$ cat src/rtl/mem_bridge_pkg.sv
// Shared memory-map definitions for the CPU memory bridge:
// region window mask, FSM state encodings and the bus error word.
package mem_bridge_pkg;

   localparam logic [31:0] PER_WIN_MASK = 32'hFFFF_0000;
   localparam logic [31:0] DEAD_BEEF    = 32'hDEAD_BEEF;

   typedef enum logic [2:0] {
      ST_IDLE,
      ST_RAM_ACC,
      ST_RAM_WAIT,
      ST_PER_REQ,
      ST_UNMAP
   } state_e;

endpackage

$ cat src/rtl/mem_addr_decode.sv
// Combinational address map decode shared by the CPU bridge and DMA.
// Exactly one of is_ram / is_per / is_unmapped is high.
module mem_addr_decode
   import mem_bridge_pkg::*;
#(
   parameter int          RAM_AW      = 14,
   parameter logic [31:0] PERIPH_BASE = 32'h0001_0000
) (
   input  logic [31:0] address,
   output logic        is_ram,
   output logic        is_per,
   output logic        is_unmapped
);

   localparam logic [32:0] RAM_END = 33'd4 << RAM_AW;
   localparam logic [31:0] PER_TAG = PERIPH_BASE & PER_WIN_MASK;

   assign is_ram      = {1'b0, address} < RAM_END;
   assign is_per      = !is_ram && ((address & PER_WIN_MASK) == PER_TAG);
   assign is_unmapped = !is_ram && !is_per;

endmodule

$ cat src/rtl/mem_bridge.sv
// CPU re/we pulse to local RAM / valid-ready peripheral bridge.
// Define BUS_TIMEOUT_EN to bound peripheral waits at TIMEOUT_CYC cycles.
module mem_bridge
   import mem_bridge_pkg::*;
#(
   parameter int          RAM_AW      = 14,
   parameter int          RAM_LAT     = 1,
   parameter logic [31:0] PERIPH_BASE = 32'h0001_0000
`ifdef BUS_TIMEOUT_EN
   ,
   parameter int          TIMEOUT_CYC = 255
`endif
) (
   input  logic              clk,
   input  logic              rst,
   input  logic [31:0]       address,
   input  logic [31:0]       write_data,
   input  logic              re,
   input  logic              we,
   output logic [31:0]       read_data,
   output logic              mem_busy,
   output logic              bus_err,
   output logic              ram_en,
   output logic              ram_we,
   output logic [RAM_AW-1:0] ram_addr,
   output logic [31:0]       ram_wdata,
   input  logic [31:0]       ram_rdata,
   output logic              per_valid,
   output logic              per_we,
   output logic [15:0]       per_addr,
   output logic [31:0]       per_wdata,
   input  logic              per_ready,
   input  logic [31:0]       per_rdata
);

   localparam int LCW = (RAM_LAT > 1) ? $clog2(RAM_LAT) : 1;
   localparam logic [LCW-1:0] LAT_LAST = LCW'(RAM_LAT - 1);

   state_e state, state_n;

   logic              is_ram, is_per, is_unm;
   logic [RAM_AW-1:0] ram_addr_q;
   logic [15:0]       per_addr_q;
   logic [31:0]       wdata_q;
   logic              we_q;
   logic [LCW-1:0]    lat_cnt;
   logic              rd_load;
   logic [31:0]       rd_val;
   logic              err_set;

`ifdef BUS_TIMEOUT_EN
   localparam int TCW = (TIMEOUT_CYC > 255) ? $clog2(TIMEOUT_CYC + 1) : 8;
   localparam logic [TCW-1:0] TMO_LAST = TCW'(TIMEOUT_CYC - 1);
   logic [TCW-1:0] tmo_cnt;
`endif

   mem_addr_decode #(
      .RAM_AW      (RAM_AW),
      .PERIPH_BASE (PERIPH_BASE)
   ) u_dec (
      .address     (address),
      .is_ram      (is_ram),
      .is_per      (is_per),
      .is_unmapped (is_unm)
   );

   assign ram_addr  = ram_addr_q;
   assign ram_wdata = wdata_q;
   assign per_addr  = per_addr_q;
   assign per_wdata = wdata_q;

   always_comb begin
      state_n   = state;
      mem_busy  = (state != ST_IDLE);
      ram_en    = 1'b0;
      ram_we    = 1'b0;
      per_valid = 1'b0;
      per_we    = 1'b0;
      rd_load   = 1'b0;
      rd_val    = '0;
      err_set   = 1'b0;
      unique case (state)
         ST_IDLE: begin
            if (re || we) begin
               unique case (1'b1)
                  is_ram: state_n = ST_RAM_ACC;
                  is_per: state_n = ST_PER_REQ;
                  is_unm: state_n = ST_UNMAP;
               endcase
            end
         end
         ST_RAM_ACC: begin
            ram_en  = 1'b1;
            ram_we  = we_q;
            state_n = we_q ? ST_IDLE : ST_RAM_WAIT;
         end
         ST_RAM_WAIT: begin
            if (lat_cnt == LAT_LAST) begin
               rd_load = 1'b1;
               rd_val  = ram_rdata;
               state_n = ST_IDLE;
            end
         end
         ST_PER_REQ: begin
            per_valid = 1'b1;
            per_we    = we_q;
            if (per_ready) begin
               rd_load = !we_q;
               rd_val  = per_rdata;
               state_n = ST_IDLE;
            end
`ifdef BUS_TIMEOUT_EN
            else if (tmo_cnt == TMO_LAST) begin
               rd_load = !we_q;
               rd_val  = DEAD_BEEF;
               err_set = 1'b1;
               state_n = ST_IDLE;
            end
`endif
         end
         ST_UNMAP: begin
            rd_load = !we_q;
            err_set = 1'b1;
            state_n = ST_IDLE;
         end
         default: state_n = ST_IDLE;
      endcase
   end

   always_ff @(posedge clk or posedge rst) begin
      if (rst) begin
         state      <= ST_IDLE;
         ram_addr_q <= '0;
         per_addr_q <= '0;
         wdata_q    <= '0;
         we_q       <= 1'b0;
         lat_cnt    <= '0;
         read_data  <= '0;
         bus_err    <= 1'b0;
      end else begin
         state <= state_n;
         if (state == ST_IDLE && (re || we)) begin
            ram_addr_q <= address[RAM_AW+1:2];
            per_addr_q <= address[15:0];
            wdata_q    <= write_data;
            we_q       <= we;
         end
         lat_cnt <= (state == ST_RAM_WAIT) ? lat_cnt + 1'b1 : '0;
         if (rd_load) read_data <= rd_val;
         if (err_set) bus_err <= 1'b1;
      end
   end

`ifdef BUS_TIMEOUT_EN
   // Free-running only while a peripheral request is outstanding
   always_ff @(posedge clk or posedge rst) begin
      if (rst) tmo_cnt <= '0;
      else tmo_cnt <= (state == ST_PER_REQ) ? tmo_cnt + 1'b1 : '0;
   end
`endif

endmodule
$ cat config.mk
export PLATFORM = sky130hd
export DESIGN_NAME = mem_bridge
export DESIGN_NICKNAME = d
export VERILOG_FILES = /design/src/rtl/mem_bridge_pkg.sv /design/src/rtl/mem_addr_decode.sv /design/src/rtl/mem_bridge.sv
export SDC_FILE = /design/constraint.sdc
export NUM_CORES = 1
export LEC_CHECK = 0
export CORE_MARGIN = 4
export CORE_UTILIZATION = 37
export CTS_CLUSTER_SIZE = 24
export DETAILED_ROUTE_END_ITERATION = 10
export GPL_TIMING_DRIVEN = 0
export PLACE_DENSITY_LB_ADDON = 0.12
export SYNTH_ARGS = -nofsm -noshare
export SYNTH_HDL_FRONTEND = slang
export SYNTH_SLANG_ARGS = --single-unit
$ cat constraint.sdc
create_clock -name clk -period 3.2 [get_ports clk]
set_input_delay 0.64 -clock clk [delete_from_list [all_inputs] [get_ports clk]]
set_output_delay 0.64 -clock clk [all_outputs]
set_load 0.02 [all_outputs]
==> key figures <==
Run status
  • Status: complete, no violations

STA
  • Fin crit period: 2.57 ns
  • Max Slew Vio Count: 0
  • Hold Vio Cnt, Final: 0
  • RSZ-0062 raised after global routing: no
  • Hold WS: 0.461 ns
  • Final setup vio count: 0
  • Final worst path period share: 0.804
  • Max_slew headroom: 0.509
  • Fmax: 0.389 GHz
  • Clock Skews: 0.0105 ns
  • Measured slew at the worst slew-check pin: 0.732 ns

Floorplan
  • Starting Density: 0.378
  • I/O Pins: 265
  • Core area: 0.0108 mm2
  • Cell row count: 38
  • Die width: 113 um
  • Die extent in y: 113 um
  • Die area: 0.0128 mm2

Synthesis
  • Main combinational cell family by area after synthesis: compound AO/OA/AOI/OAI gates
  • Synthesized area per cell: 13.7 um2
  • Synth Area in Adders: 0
  • Synth Warn #: 0
  • Cell count after synthesis: 299
  • Compound-Gate Fraction of Synth Area: 0.172
  • Yosys cell types: 34
  • Synth async-reset ratio: 1.00
  • Xor/xnor cell area share of the yosys netlist: 0
  • EDFF count, synth: 0
  • Ys flop type: dfrtp_1
  • Mux share of post-synthesis cell area: 0.145
  • Yosys reg bits: 86
  • Post-Synth Simple-Gate Area: 0.0351
  • Synthesized Nets: 432
  • Register area share after synthesis: 0.525
  • Mapped Area: 0.00410 mm2

Clocking
  • Worst-path clk slew: 0.08 ns
  • H-tree depth: 3
  • Worst skew pair latency: 0.35 ns
  • CTS Buffer Depth: 2
  • Post-CTS resize count: 0
  • Root Driver: clkbuf_8
  • CTS Hold Bufs: 0
  • CTS sink cnt: 86
  • CTS tree: done
  • CTS buffer count: 9
  • Post-CTS Setup Inserts: 0

Setup path
  • WP data required: 2.56 ns
  • Critical path startpoint category: flip-flop
  • Worst R2R End: read_data[19]$_DFFE_PP0P_
  • Critical Path Sink Type: output port
  • WS Path Type: reg2out
  • Arr. time, crit path: 1.93 ns
  • Worst-path maximum fanout: 10
  • R2R setup slack: 1.20 ns
  • Critical R2R Launch: state[2]$_DFFE_PP0P_
  • R2R depth: 5

Power and ir drop
  • Power per cell area: 469 mW/mm2
  • Leak pwr: 2.88 nW
  • Worst IR Drop VDD: 328 uV

Finish
  • ANT cells: 0
  • Area Growth Syn to Fin: 74.3%
  • Layout cells sized above 1: 0.259
  • Core Util, Final: 0.660
  • Nets: 708

Detailed routing
  • Antenna viol nets, final: 0
  • Average wire per standard cell: 17.4 um
  • DRC: 0
  • DRT Pass-1 Iters: 4
  • DR vias: 3406
  • Routed vias/inst: 4.73
  • Initial DRC count: 111
  • Total routed wirelength: 12.5 mm

GRT
  • Vias in the first global route: 3697
  • GRT Residual Overflow: 0
  • Pin count of the biggest net entering global routing: 49
  • First-pass GRT wire length: 19.4 mm
  • GRT Total Usage: 0.194
  • Initial antenna violation count: 0

Place
  • Port-buffer cells: 264
  • Routability cong.: 0.795
  • Detailed Place HPWL: 10.2 mm

Flow run
  • Max_cap viols: 0

Min path
  • Hold Path Cell Cnt: 1
  • Hold crit path type: reg2reg
  • Worst min-delay path startpoint: bus_err$_DFFE_PP0N_
  • Hold Path End: bus_err$_DFFE_PP0N_
[state kept, by name, indices dropped and copies added, names as in the netlist]
| signal | count |
|---|---|
| state | 3 |
| per_addr | 2 |
| ram_addr | 14 |
| read_data | 32 |
| bus_err | 1 |
| lat_cnt | 1 |
| per_wdata | 32 |
| we_q | 1 |
[stage by stage]
| step | worst slack (ns) | power [mW] | setup TNS (ns) | cells | area (um2) |
|---|---|---|---|---|---|
| 2_1_floorplan | 0.338 | 1.94 | 0 | 299 | 4100 |
| 3_3_place_gp | -1.10 | 2.60 | -94.36 | 703 | 6920 |
| 3_5_place_dp | 0.621 | 2.62 | 0 | 704 | 6950 |
| 4_1_cts | 0.575 | 3.41 | 0 | 720 | 7150 |
| 5_1_grt | 0.489 | 3.52 | 0 | 720 | 7150 |
| 6_report | 0.628 | 3.36 | 0 | 720 | 7150 |
[how the worst max path moves through the flow]
stage,start,endpoint,slack [ns],cells past startpoint
2_1_floorplan,rst,bus_err$_DFFE_PP0N_,0.34,1
3_3_place_gp,rst,read_data[24]$_DFFE_PP0P_,-1.10,2
3_5_place_dp,per_ready,read_data[19]$_DFFE_PP0P_,0.62,5
4_1_cts,state[2]$_DFFE_PP0P_,ram_we,0.57,4
5_1_grt,state[2]$_DFFE_PP0P_,ram_we,0.49,4
6_report,state[2]$_DFFE_PP0P_,ram_we,0.63,4
[placed cells by master, fill, tap and decap left out, types with 2 or more instances in the layout]
master / synthesis / routed
clkdlybuf4s50_1: 0 / 264
dfrtp_1: 86 / 86
mux2_2: 50 / 50
buf_4: 48 / 48
a22oi_1: 28 / 28
o2bb2ai_2: 20 / 20
clkbuf_8: 0 / 11
o2bb2ai_1: 8 / 8
clkbuf_1: 6 / 7
buf_2: 6 / 6
buf_6: 4 / 4
a22o_1: 4 / 4
nor2_1: 3 / 3
nor4_1: 3 / 3
clkinv_2: 0 / 3
inv_1: 3 / 2
nor2b_1: 2 / 2
and3b_1: 2 / 2
mux2_1: 2 / 2
nor3_1: 2 / 2
and2_1: 2 / 2
a21oi_1: 2 / 2
a21o_1: 2 / 2
o21ai_0: 2 / 2
o32ai_1: 2 / 2
[layer usage]
metal	track usage	vias up	wire [um]
li1	-	1610	-
met1	0.219	1634	4630
met2	0.344	151	6560
met3	0.0765	11	1200
met4	0.0465	0	126
met5	0	-	0
[cells by family after synthesis]
logic type,count (synthesis)
and+or+nand+nor,20
AOI/OAI and AO/OA,71
DFF,86
buffers and inverters,69
muxes,53
[cell type report]
class                      instances  area, um2
buffer                            66        493
tap                              140        175
sequential                        86       2150
clock buffer                      12        155
inverter                           3       13.8
multi-input combinational        144       1450
timing repair buffer             265       2670
clock inverter                     4       45.0
fill                             868       3690
[cell usage after synthesis, types with 2 or more instances]
library cell  number  area (um2)
dfrtp_1           86        2150
mux2_2            50         563
buf_4             48         360
a22oi_1           28         210
o2bb2ai_2         20         300
o2bb2ai_1          8        70.1
buf_2              6        30.0
clkbuf_1           6        22.5
a22o_1             4        35.0
buf_6              4        45.0
inv_1              3        11.3
nor2_1             3        11.3
nor4_1             3        18.8
a21o_1             2        15.0
a21oi_1            2        10.0
and2_1             2        12.5
and3b_1            2        17.5
mux2_1             2        22.5
nor2b_1            2        12.5
nor3_1             2        10.0
o21ai_0            2        10.0
o32ai_1            2        17.5
[report_power, final]
group / switching [mW] / internal (mW) / total [mW] / leakage (nW)
logic: 0.537 / 0.755 / 1.29 / 1.69
clock network: 0.368 / 0.400 / 0.768 / 0.106
registers: 0.0964 / 1.20 / 1.30 / 1.08
total: 1.00 / 2.36 / 3.36 / 2.88
[worst max-delay path, stage by stage (launching register included)]
cell and delay, ns:
dfrtp_1 0.37, buf_2 0.19, nor3b_1 0.24, and2_1 0.16, clkdlybuf4s50_1 0.63
Power figures use the tool's default switching activity.
